==> src/rtl/parity_tx.sv <==
// Serial parity transmitter: shifts a DATA_W-bit payload out LSB first, then a
// parity bit (even when mode=1, odd when mode=0), then a one-cycle done pulse.
module parity_tx #(
  parameter int DATA_W = 8
) (
  input  logic              clk,
  input  logic              reset,
  input  logic              start,
  input  logic [DATA_W-1:0] data_in,
  input  logic              mode,
  output logic              data_out,
  output logic              valid,
  output logic              busy,
  output logic              done,
  output logic [3:0]        counter
);

  localparam logic [1:0] ST_IDLE   = 2'd0;
  localparam logic [1:0] ST_DATA   = 2'd1;
  localparam logic [1:0] ST_PARITY = 2'd2;
  localparam logic [1:0] ST_DONE   = 2'd3;

  localparam logic [3:0] LAST_IDX = 4'(DATA_W - 1);

  // Even mode sends the running XOR as-is; odd mode sends its complement.
  function automatic logic parity_bit(input logic acc, input logic even_mode);
    return acc ^ ~even_mode;
  endfunction

  logic [1:0]        state_r, state_s;
  logic [DATA_W-1:0] shift_r, shift_s;
  logic              acc_r, acc_s;
  logic              mode_r, mode_s;
  logic [3:0]        cnt_r, cnt_s;
  logic              data_out_r, data_out_s;
  logic              valid_r, valid_s;
  logic              busy_r, busy_s;
  logic              done_r, done_s;

  // Next-state and datapath update for the frame sequencer.
  always_comb begin
    state_s = state_r;
    shift_s = shift_r;
    acc_s   = acc_r;
    mode_s  = mode_r;
    cnt_s   = cnt_r;
    case (state_r)
      ST_IDLE: begin
        cnt_s = 4'd0;
        if (start) begin
          state_s = ST_DATA;
          shift_s = data_in;
          mode_s  = mode;
          acc_s   = 1'b0;
        end else begin
          state_s = ST_IDLE;
        end
      end
      ST_DATA: begin
        shift_s = shift_r >> 1;
        acc_s   = acc_r ^ shift_r[0];
        cnt_s   = cnt_r + 4'd1;
        if (cnt_r == LAST_IDX) begin
          state_s = ST_PARITY;
        end else begin
          state_s = ST_DATA;
        end
      end
      ST_PARITY: begin
        state_s = ST_DONE;
        cnt_s   = cnt_r + 4'd1;
      end
      ST_DONE: begin
        state_s = ST_IDLE;
        cnt_s   = 4'd0;
      end
      default: begin
        state_s = ST_IDLE;
        cnt_s   = 4'd0;
      end
    endcase
  end

  // Output values decoded from the upcoming state so outputs can be registered.
  always_comb begin
    data_out_s = 1'b0;
    valid_s    = 1'b0;
    busy_s     = 1'b0;
    done_s     = 1'b0;
    case (state_s)
      ST_IDLE: begin
        busy_s = 1'b0;
      end
      ST_DATA: begin
        data_out_s = shift_s[0];
        valid_s    = 1'b1;
        busy_s     = 1'b1;
      end
      ST_PARITY: begin
        data_out_s = parity_bit(acc_s, mode_s);
        valid_s    = 1'b1;
        busy_s     = 1'b1;
      end
      ST_DONE: begin
        done_s = 1'b1;
        busy_s = 1'b1;
      end
      default: begin
        busy_s = 1'b0;
      end
    endcase
  end

  // State, datapath and output registers with asynchronous reset.
  always_ff @(posedge clk or posedge reset) begin
    if (reset) begin
      state_r    <= ST_IDLE;
      shift_r    <= '0;
      acc_r      <= 1'b0;
      mode_r     <= 1'b1;
      cnt_r      <= 4'd0;
      data_out_r <= 1'b0;
      valid_r    <= 1'b0;
      busy_r     <= 1'b0;
      done_r     <= 1'b0;
    end else begin
      state_r    <= state_s;
      shift_r    <= shift_s;
      acc_r      <= acc_s;
      mode_r     <= mode_s;
      cnt_r      <= cnt_s;
      data_out_r <= data_out_s;
      valid_r    <= valid_s;
      busy_r     <= busy_s;
      done_r     <= done_s;
    end
  end

  assign data_out = data_out_r;
  assign valid    = valid_r;
  assign busy     = busy_r;
  assign done     = done_r;
  assign counter  = cnt_r;

endmodule

==> config.mk <==
export PLATFORM = sky130hd
export DESIGN_NAME = parity_tx
export DESIGN_NICKNAME = d
export VERILOG_FILES = /design/src/rtl/parity_tx.sv
export SDC_FILE = /design/constraint.sdc
export NUM_CORES = 1
export LEC_CHECK = 0
export BUFFER_PORTS_ARGS = -buffer_cell sky130_fd_sc_hd__buf_2
export CORE_MARGIN = 8
export CORE_UTILIZATION = 49
export CTS_CLUSTER_DIAMETER = 150
export DETAILED_ROUTE_END_ITERATION = 6
export GPL_TIMING_DRIVEN = 0
export PLACE_DENSITY = 0.81
export REMOVE_ABC_BUFFERS = 1
export SETUP_SLACK_MARGIN = 0.1
export SLEW_MARGIN = 30
export SYNTH_ARGS = -nofsm -noshare
export SYNTH_HDL_FRONTEND = slang
export SYNTH_SLANG_ARGS = --single-unit
==> constraint.sdc <==
create_clock -name clk -period 3.43 [get_ports clk]
set_input_delay 0.343 -clock clk [delete_from_list [all_inputs] [get_ports clk]]
set_output_delay 0.343 -clock clk [all_outputs]
set_load 0.03 [all_outputs]
==> reports/qor.txt, run 1 <==
Slew headroom - 49.5%
Area after DPL - 0.00115 mm²
Tcrit/Tclk final - 66.5%
First-pass GRT wire length - 3280 µm
Pre-antenna DRT Iters - 5
Post-DR vias/cell - 5.38
DP Cell Count - 138
Worst Setup Slack, final - 1.15 ns
Clk slew on worst S/H paths - 0.11 ns
# hold bufs at CTS - 0
Crit path time final - 2.28 ns
Worst Path Buf+Inv - 1
DP HPWL - 1470 µm
Layout cells sized above 1 - 27.0%
CP Class - reg2reg
# diodes - 0
Max Slew Vio Count - 0
Max_cap viols - 0
Post-Syn Instances - 96
Hold_ws - 0.154 ns
RSZ-0062 raised after global routing - false
GRT Total Usage - 10.2%
FMAX - 0.438 GHz
Maximum fanout along the worst path - 13
Synth unique cells - 32
Routability cong. - 0.725
1st-iter DRT viols - 95
Worst-path cell chain - inv_1 -> ha_1 -> and2_4 -> a311oi_1 -> ha_1 -> o2111ai_1 -> o31ai_2
Post-synthesis sequential element count - 20
Worst path arrival time - 2.48 ns
TritonCTS buffer count - 3
Pin count of the biggest net entering global routing - 21
Final instance area - 0.00118 mm²
Yosys synthesis warning count - 0
Area delta synth->final - 12.9%
Kind of cell adding the most delay to the critical path - adder cells
Slew @ Worst Pin - 0.757 ns
HP Class - in2async
Pwr/cell area - 821 mW/mm²
Place WS - 1.12 ns
CP Data Required Time - 3.62 ns
Detail Route Antenna Nets - 0
DIE WIDTH - 62.3 µm
Worst setup EP type - flip-flop
Port bufs - 19
Core Rows - 16
Synth area leaders - dfrtp_1, ha_1, a222oi_1
CP max-delay cell - a311oi_1
Clk sinks - 20
Cell Count, Final, Fillers Out - 142
Leak - 0.620 nW
Cts repair resizes - 0
Drt drc - 0
Max clock buf depth - 2
Status - completed
DR WL/cell - 14.2 µm
# setup viols final - 0
Initial antenna violation count - 0
Setup TNS - 0 ns
Fin nets - 136
Vias in the first global route - 752
Skew final - 0.00597 ns
Die Span Y - 62.3 µm
Pwr Total - 0.973 mW
VDD IR-drop max - 0.000399 V
Post-synth top area cell - dfrtp_1
Critical path's most frequent cell - ha_1
Critical Path Start Type - flip-flop
Crit-path max cell delay - 0.46 ns
Core ar. - 0.00200 mm²
Post-Syn Area - 0.00105 mm²
WL final - 2020 µm
Sequential Area - 502 µm²
Die area - 0.00388 mm²
Vias - 764
CTS H-tree lvls - 1
Syn Area/Cell - 10.9 µm²
Worst skew pair latency - 0.30 ns
Share of the synthesized area in the top cell type - 45.3%
TritonCTS clock tree - yes
Seq/Total Area, Yosys - 47.8%
Core Util, Final - 59.2%
Initial core utilization - 52.4%
Area of the multi-input gates - 480 µm²
Final hold violation count - 0
Root Buffer - clkbuf_4
GR Overflow Total - 0
Fillers - 182
Num ports - 20
Post-CTS setup buffer count - 0
==> metal layers <==
metal	vias up	track usage, %	share of wire [%]
li1	372	-	-
met1	364	11.7	47
met2	23	16.3	44
met3	5	3.23	6.7
met4	0	5.98	2.2
met5	-	0	0
==> sequential cells by signal (all words and copies together) (netlist names) <==
| name | cells |
|---|---|
| data_out | 1 |
| counter | 4 |
| acc_r | 1 |
| done | 1 |
| shift_r | 8 |
| state_r | 2 |
| mode_r | 1 |
| busy | 1 |
| valid | 1 |
==> area by class of cell <==
| cell class | instances | area share [%] |
|---|---|---|
| multi-input cells | 62 | 40.5 |
| well taps | 27 | 2.85 |
| flip-flops and latches | 20 | 42.3 |
| repair buffers | 19 | 8.03 |
| inverters | 10 | 3.17 |
| clock buffers | 4 | 3.06 |
==> path summary, 6_finish.rpt <==
check                                start  cells after the start  slack, ns         end
max in group asynchronous            reset                      2       2.80  counter[0]
worst max-delay path            state_r[0]                      7       1.15    data_out
worst min-delay path                 reset                      2       0.15       valid
min in group clk                data_in[4]                      3       0.25  shift_r[4]
worst max register to register  state_r[0]                      7       1.15    data_out
worst min register to register  counter[0]                      1       0.49  counter[0]
==> kinds of logic (layout without fill, tap and decap cells) <==
group                      count (synthesis)  in the layout  share of synthesized area (%)
and+or+nand+nor                           29             29                           15.4
DFF                                       20             20                           47.8
AOI/OAI and AO/OA                         17             17                           12.6
buffers and inverters                     14             33                           6.44
adders and majority gates                  8              8                           9.54
muxes                                      6              6                           6.55
xor gates and xnor gates                   2              2                           1.67
==> Yosys cell counts <==
master     count
dfrtp_1       19
inv_1         10
ha_1           8
nand2_1        6
nor2_1         6
a222oi_1       4
and2_1         4
nand3_1        4
o21ai_0        4
mux2_2         3
and3b_1        2
buf_6          2
clkbuf_1       2
mux2i_1        2
nor2b_1        2
o211ai_1       2
a21oi_1        1
a22o_1         1
a311oi_1       1
a31oi_1        1
and2_4         1
and2b_1        1
and4_4         1
dfstp_2        1
mux2_4         1
nand2b_1       1
nand3b_1       1
o2111ai_1      1
o21a_1         1
o31ai_2        1
xnor2_1        1
xor2_1         1
==> power breakdown <==
part | switching (mW) | internal (mW) | leakage [nW]
Sequential | 0.0609 | 0.331 | 0.252
Clock | 0.0715 | 0.0648 | 0.0210
Combinational | 0.256 | 0.188 | 0.347
==> cells in the final DEF, fill, tap and decap left out, drive strengths merged <==
cell     Yosys  final
and2         5      5
xnor2        1      1
nand3b       1      1
o31ai        1      1
a31oi        1      1
mux2         4      4
nor2b        2      2
mux2i        2      2
clkbuf       2      4
nor2         6      6
nand2b       1      1
and4         1      1
a22o         1      1
a222oi       4      4
and3b        2      2
ha           8      8
inv         10     10
dfstp        1      1
xor2         1      1
nand2        6      6
a21oi        1      1
a311oi       1      1
o2111ai      1      1
o211ai       2      2
o21a         1      1
nand3        4      4
and2b        1      1
o21ai        4      4
buf          2     19
dfrtp       19     19
Note: power is estimated with default switching activity, not from simulation.
==> run 2, diff against run 1 <==
- CORE_UTILIZATION: 49 -> 48
- PLACE_DENSITY: 0.81 -> 0.82
- clock period: 3.43 -> 1.85 ns (I/O delays scaled with it)
==> run 2 against run 1 <==
- the flow now finishes with violations (hold timing)
- largest power group unchanged
- sequential share of layout area down 5.4 points
- largest cell class is now multi-input combinational cells
- critical path type unchanged
- global-route usage grew 3.5 points
- clock skew down 0.0048 ns
- combinational power grew to 2.6 times the previous value
- die area up 1.5%
- non-clock buffer count increased by 10
- worst hold slack got worse by 0.18 ns
- critical endpoint unchanged
==> reports/qor.txt, run 2 (synthesis results as in run 1) <==
GR Overflow Total - 0 (unchanged)
Worst-path cell chain - inv_1 -> ha_4 -> buf_4 -> and3b_1 -> o21ai_0 -> o2111ai_2 -> o31ai_2
Skew final - 0.00120 ns (-0.00477 ns)
# diodes - 0 (unchanged)
Vias - 857 (+12%)
Core ar. - 0.00215 mm² (+7.3%)
Port bufs - 19 (unchanged)
HP Class - in2async
Maximum fanout along the worst path - 7 (-6)
DR WL/cell - 17.4 µm (+22%)
Pwr/cell area - 1580 mW/mm² (+92%)
Kind of cell adding the most delay to the critical path - compound AO/OA/AOI/OAI gates
Initial antenna violation count - 0 (unchanged)
Fin nets - 146 (+7.4%)
Leak - 0.678 nW (+9.3%)
Post-DR vias/cell - 5.60 (+4.1%)
Largest register by flop count - shift_r
Final instance area - 0.00136 mm² (+15%)
Final hold violation count - 19 (+19)
Setup TNS - 0 ns (unchanged)
Num ports - 20 (unchanged)
WL final - 2660 µm (+31%)
Vias in the first global route - 919 (+22%)
Tcrit/Tclk final - 96.6% (+30 points)
R2r setup slk - 0.06 ns (-1.08 ns)
# setup viols final - 0 (unchanged)
Worst skew pair latency - 0.31 ns (about the same)
Area delta synth->final - 29.3%
Detail Route Antenna Nets - 0 (unchanged)
Pin count of the biggest net entering global routing - 21 (unchanged)
Critical R2R Launch - state_r[0]
Max reg flops - 8 (unchanged)
GRT Total Usage - 13.7% (+3.5 points)
Clk sinks - 20 (unchanged)
Cell Count, Final, Fillers Out - 153 (+7.7%)
Worst reg-to-reg path cell count - 7 (unchanged)
Failing checks - hold timing
Critical Path Start Type - flip-flop
Root Buffer - clkbuf_4
Max_cap viols - 0 (unchanged)
Hold_ws - -0.0228 ns (-0.177 ns)
1st-iter DRT viols - 73 (-23%)
FMAX - 0.560 GHz (+28%)
Worst path arrival time - 2.02 ns (-0.46 ns)
Worst Path Buf+Inv - 2 (+1)
First-pass GRT wire length - 4340 µm (+32%)
Initial core utilization - 48.9% (-3.6 points)
Crit-path max cell delay - 0.40 ns (-0.06 ns)
Crit path time final - 1.79 ns (-0.495 ns)
Pre-antenna DRT Iters - 4 (-1)
Worst Setup Slack, final - 0.0628 ns (-1.08 ns)
Die Span Y - 62.8 µm (+0.77%)
Slew @ Worst Pin - 0.742 ns (-0.0152 ns)
Clk slew on worst S/H paths - 0.11 ns (about the same)
Place WS - -0.376 ns (-1.50 ns)
Die area - 0.00394 mm² (+1.5%)
TritonCTS buffer count - 3 (unchanged)
DIE WIDTH - 62.8 µm (+0.77%)
Core Rows - 17 (+1)
Status - complete, but fails checks
VDD IR-drop max - 0.000686 V (+72%)
CP Class - reg2reg
DP Cell Count - 139 (+0.72%)
Max Slew Vio Count - 0 (unchanged)
CP max-delay cell - dfrtp_1
CP Data Required Time - 2.08 ns (-1.54 ns)
Routability cong. - 0.816 (+13%)
Slew headroom - 50.5% (+1.0 points)
CTS H-tree lvls - 1 (unchanged)
Area after DPL - 0.00115 mm² (+0.11%)
TritonCTS clock tree - yes
RSZ-0062 raised after global routing - true
Leading cell types in the layout, fill and taps excluded - dfrtp_1, buf_2, buf_4
Reg2reg end - data_out
Layout cells sized above 1 - 41.6% (+15 points)
DP HPWL - 1680 µm (+14%)
Max clock buf depth - 2 (unchanged)
Drt drc - 0 (unchanged)
Worst setup EP type - flip-flop
==> run 2: cell count changes in the layout (fill, tap and decap cells not counted), sizes merged <==
| cell | delta |
|---|---|
| buf | +10 |
==> run 2: worst max path at each step <==
| stage | from | endpoint | slack (ns) | cells after the start |
|---|---|---|---|---|
| floorplan | state_r[0] | data_out | -0.08 | 7 |
| CTS | counter[1] | data_out | 0.10 | 7 |
| global placement | state_r[0] | data_out | -0.29 | 7 |
| global route | counter[1] | data_out | -0.002 | 7 |
| finish | state_r[0] | data_out | 0.06 | 7 |
| detailed placement | state_r[0] | data_out | -0.38 | 7 |
==> run 2: cell type report <==
| class | instances | area [µm²] |
|---|---|---|
| repair buffers | 29 | 170 |
| flip-flops and latches | 20 | 502 |
| multi-input cells | 62 | 574 |
| well taps | 28 | 35.0 |
| clock buffers | 4 | 36.3 |
| fillers | 159 | 791 |
| inverters | 10 | 40.0 |
==> run 2: what timing repair did <==
item / 4_1_cts / 5_1_grt
setup buffers: 7 / 3
pin swaps: 4 / 6
hold buffers: 0 / 0
endpoints found under the setup margin: 8 / 5
cloned: 0 / 0
resized for setup: 14 / 5
==> run 2: power by group <==
| part | switching (mW) | leakage [nW] | total, mW | internal, mW |
|---|---|---|---|---|
| Combinational | 0.622 | 0.405 | 1.15 | 0.527 |
| Clock | 0.140 | 0.0210 | 0.260 | 0.120 |
| Sequential | 0.120 | 0.252 | 0.735 | 0.615 |
==> run 2: per-layer routing <==
| metal | track usage [%] | part of all wire (%) |
|---|---|---|
| met1 | 14.3 | 40 |
| met2 | 23.8 | 51 |
| met3 | 2.69 | 4.7 |
| met4 | 10.5 | 4.0 |
| met5 | 0 | 0 |
==> run 2: per-stage QoR <==
step | util (%) | power, mW
after global routing | 63.2 | 2.29
after CTS | 61.0 | 2.05
final | 63.2 | 2.14
after detailed placement | 53.5 | 1.59
after global placement | 53.5 | 1.52
after floorplan | - | 1.36
==> run 3, diff against run 2 <==
- ABC_AREA: default -> 1
- CORE_UTILIZATION: 48 -> 47
==> run 3 against run 2 <==
- the flow still finishes with violations (hold timing)
- clock power grew 38%
- synthesized area shrank 5.5%
- sequential cell count is the same
- sequential power shrank 3.8%
- synthesized cell count grew 18%
- via count shrank 7.7%
- design area shrank 9.3%
- wire length shrank 20%
- worst hold slack gained 0.0060 ns
- final cell count grew 6.5%
- sequential share of layout area grew 3.8 points
- critical path type unchanged
- largest power group unchanged
==> reports/qor.txt, run 3 <==
Detail Route Antenna Nets - 0 (unchanged)
Worst-path cell chain - ha_2 -> nand2_1 -> nor2_4 -> nor3_2 -> nor3_4 -> inv_1 -> ha_1 -> nand2_2 -> a21oi_2
Core ar. - 0.00198 mm² (-7.7%)
Post-DR vias/cell - 4.85 (-13%)
Port bufs - 19 (unchanged)
# setup viols final - 0 (unchanged)
Pwr/cell area - 1630 mW/mm² (+3.0%)
Final hold violation count - 19 (unchanged)
Post-Syn Area - 992 µm² (-5.5%)
DR WL/cell - 13.1 µm (-25%)
Multiplexer area fraction after synthesis - 0% (-6.6 points)
Vias - 791 (-7.7%)
Post-synth EDFFs - 0 (unchanged)
TritonCTS buffer count - 3 (unchanged)
Num ports - 20 (unchanged)
DP Cell Count - 157 (+13%)
GRT Max-Usage Layer - met2
Largest register by flop count - shift_r
Max_cap viols - 0 (unchanged)
Post-Syn Instances - 113 (+18%)
Synth async-reset ratio - 100% (unchanged)
Yosys synthesis warning count - 0 (unchanged)
# diodes - 0 (unchanged)
Crit-path max cell delay - 0.41 ns (about the same)
CP Data Required Time - 2.05 ns (-0.03 ns)
Leading cell types in the layout, fill and taps excluded - nand2_1, dfrtp_1, buf_2
Clk sinks - 20 (unchanged)
Xor and xnor area share after synthesis - 0.883% (-0.79 points)
Initial core utilization - 50.1% (+1.2 points)
Slew headroom - 50.5% (about the same)
Fin nets - 157 (+7.5%)
Area delta synth->final - 24.1%
GR Overflow Total - 0 (unchanged)
Worst Path Buf+Inv - 1 (-1)
Leak - 0.673 nW (-0.72%)
Core Rows - 16 (-1)
Worst skew pair latency - 0.30 ns (about the same)
Tcrit/Tclk final - 90.8% (-5.8 points)
Initial antenna violation count - 0 (unchanged)
Maximum fanout along the worst path - 3 (-4)
Cell Count, Final, Fillers Out - 163 (+6.5%)
RSZ-0062 raised after global routing - false
VDD IR-drop max - 0.00105 V (+53%)
CTS H-tree lvls - 1 (unchanged)
R2r setup slk - 0.17 ns (+0.11 ns)
Worst path arrival time - 1.88 ns (-0.14 ns)
Final instance area - 0.00123 mm² (-9.3%)
Root Buffer - clkbuf_4
Pre-antenna DRT Iters - 4 (unchanged)
Post-synthesis simple-gate area fraction - 24.2% (+8.8 points)
Share of the synthesized area in the top cell type - 47.9% (+2.6 points)
Core Util, Final - 62.1% (-1.1 points)
Slew @ Worst Pin - 0.742 ns (+0.000380 ns)
Ys flop type - dfrtp_1
Syn Area/Cell - 8.78 µm² (-20%)
Die Span Y - 61.9 µm (-1.3%)
DIE WIDTH - 61.9 µm (-1.3%)
Die area - 0.00384 mm² (-2.6%)
Critical Path Start Type - flip-flop
TritonCTS clock tree - yes
Post-synth top area cell - dfrtp_1
Hold_ws - -0.0168 ns (+0.00601 ns)
Failing checks - hold timing
Skew final - 0.00645 ns (+0.00524 ns)
Kind of cell adding the most delay to the critical path - simple AND/OR/NAND/NOR gates
CP max-delay cell - dfrtp_1
Synth unique cells - 17 (-47%)
Seq/Total Area, Yosys - 50.6% (+2.8 points)
Fillers - 171 (+7.5%)
Worst setup EP type - flip-flop
Post-synthesis sequential element count - 20 (unchanged)
Post-synthesis adder-cell area fraction - 10.1% (+0.55 points)
Routability cong. - 0.713 (-13%)
WL final - 2130 µm (-20%)
Synth Area in Compound Gates - 5.67% (-7.0 points)
Pin count of the biggest net entering global routing - 21 (unchanged)
DP HPWL - 1530 µm (-8.6%)
Layout cells sized above 1 - 33.1% (-8.5 points)
Status - complete, but fails checks
First-pass GRT wire length - 3380 µm (-22%)
Setup TNS - 0 ns (unchanged)
Synth area leaders - dfrtp_1, nand2_1, ha_1
Vias in the first global route - 785 (-15%)
1st-iter DRT viols - 25 (-66%)
GR Layer Usage met3 - 2.47% (-0.22 points)
Most common cell after layout, fill and taps aside - nand2_1
Commonest cells in the netlist - nand2_1, dfrtp_1, inv_1
HP Class - in2async
FMAX - 0.595 GHz (+6.4%)
Max reg flops - 8 (unchanged)
GR Layer Usage met1 - 12.8% (-1.4 points)
Max Slew Vio Count - 0 (unchanged)
Count leader, synth - nand2_1
GRT Total Usage - 11.8% (-1.9 points)
Max clock buf depth - 2 (unchanged)
Drt drc - 0 (unchanged)
Main combinational cell family by area after synthesis - simple AND/OR/NAND/NOR gates
Grt met2 use - 22.0% (-1.8 points)
Clk slew on worst S/H paths - 0.12 ns (about the same)
CP Class - reg2reg
Crit path time final - 1.68 ns (-0.108 ns)
Area after DPL - 0.00111 mm² (-3.8%)
==> run 3: cell types whose count changed after synthesis, sizes merged, moves of 3 or more <==
cell	before	now
nand2	6	35
inv	10	18
a31oi	1	6
and2	5	0
nand3	4	9
a222oi	4	0
mux2	4	0
nor2	6	9
o21ai	4	1
==> run 3: cell type report <==
cell class | instances | area, µm² | area share [%]
clock buffer | 3 | 22.5 | 1.83
tap | 27 | 33.8 | 2.74
timing repair buffer | 21 | 110 | 8.94
clock inverter | 1 | 30.0 | 2.44
inverter | 18 | 70.1 | 5.69
sequential | 20 | 502 | 40.8
multi-input combinational | 73 | 463 | 37.6
==> run 3: layer usage <==
layer / wire length, µm / share of wire, % / up-vias
li1: - / - / 397
met1: 861 / 40 / 373
met2: 1140 / 54 / 16
met3: 102 / 4.8 / 5
met4: 24 / 1.1 / 0
met5: 0 / 0 / -
==> run 3: final timing paths <==
| kind | cells past startpoint | startpoint | end |
|---|---|---|---|
| worst max-delay path | 9 | counter[1] | data_out |
| worst min-delay path | 2 | reset | shift_r[4] |
| worst max register to register | 9 | counter[1] | data_out |
| worst min register to register | 2 | shift_r[6] | shift_r[5] |
| max in group asynchronous | 2 | reset | valid |
| min in group clk | 3 | data_in[5] | shift_r[5] |
==> run 3: cell families after synthesis <==
family | count (synthesis)
compound gates | 9
xor+xnor | 1
fa+ha+maj | 8
buf+inv | 20
flops | 20
simple gates | 55
==> run 3: power breakdown <==
part	switching, mW	internal (mW)
clock network	0.139	0.219
logic	0.603	0.334
registers	0.0907	0.617
total	0.832	1.17
==> run 3: per-stage QoR <==
step | power [mW] | hold WS (ns) | setup slack, ns
2_1_floorplan | 1.33 | 0.148 | 0.101
3_3_place_gp | 1.49 | 0.340 | -0.0272
3_5_place_dp | 1.54 | 0.353 | -0.138
4_1_cts | 1.94 | 0.0121 | 0.119
5_1_grt | 2.15 | 0.0654 | 0.0793
6_report | 2.00 | -0.0168 | 0.171
==> run 3: what timing repair did <==
action | 4_1_cts | 5_1_grt
hold buffers | 0 | 0
gates resized for setup | 4 | 9
endpoints found under the setup margin | 3 | 1
pin swaps | 0 | 1
setup buffers | 1 | 1
cloned | 0 | 0
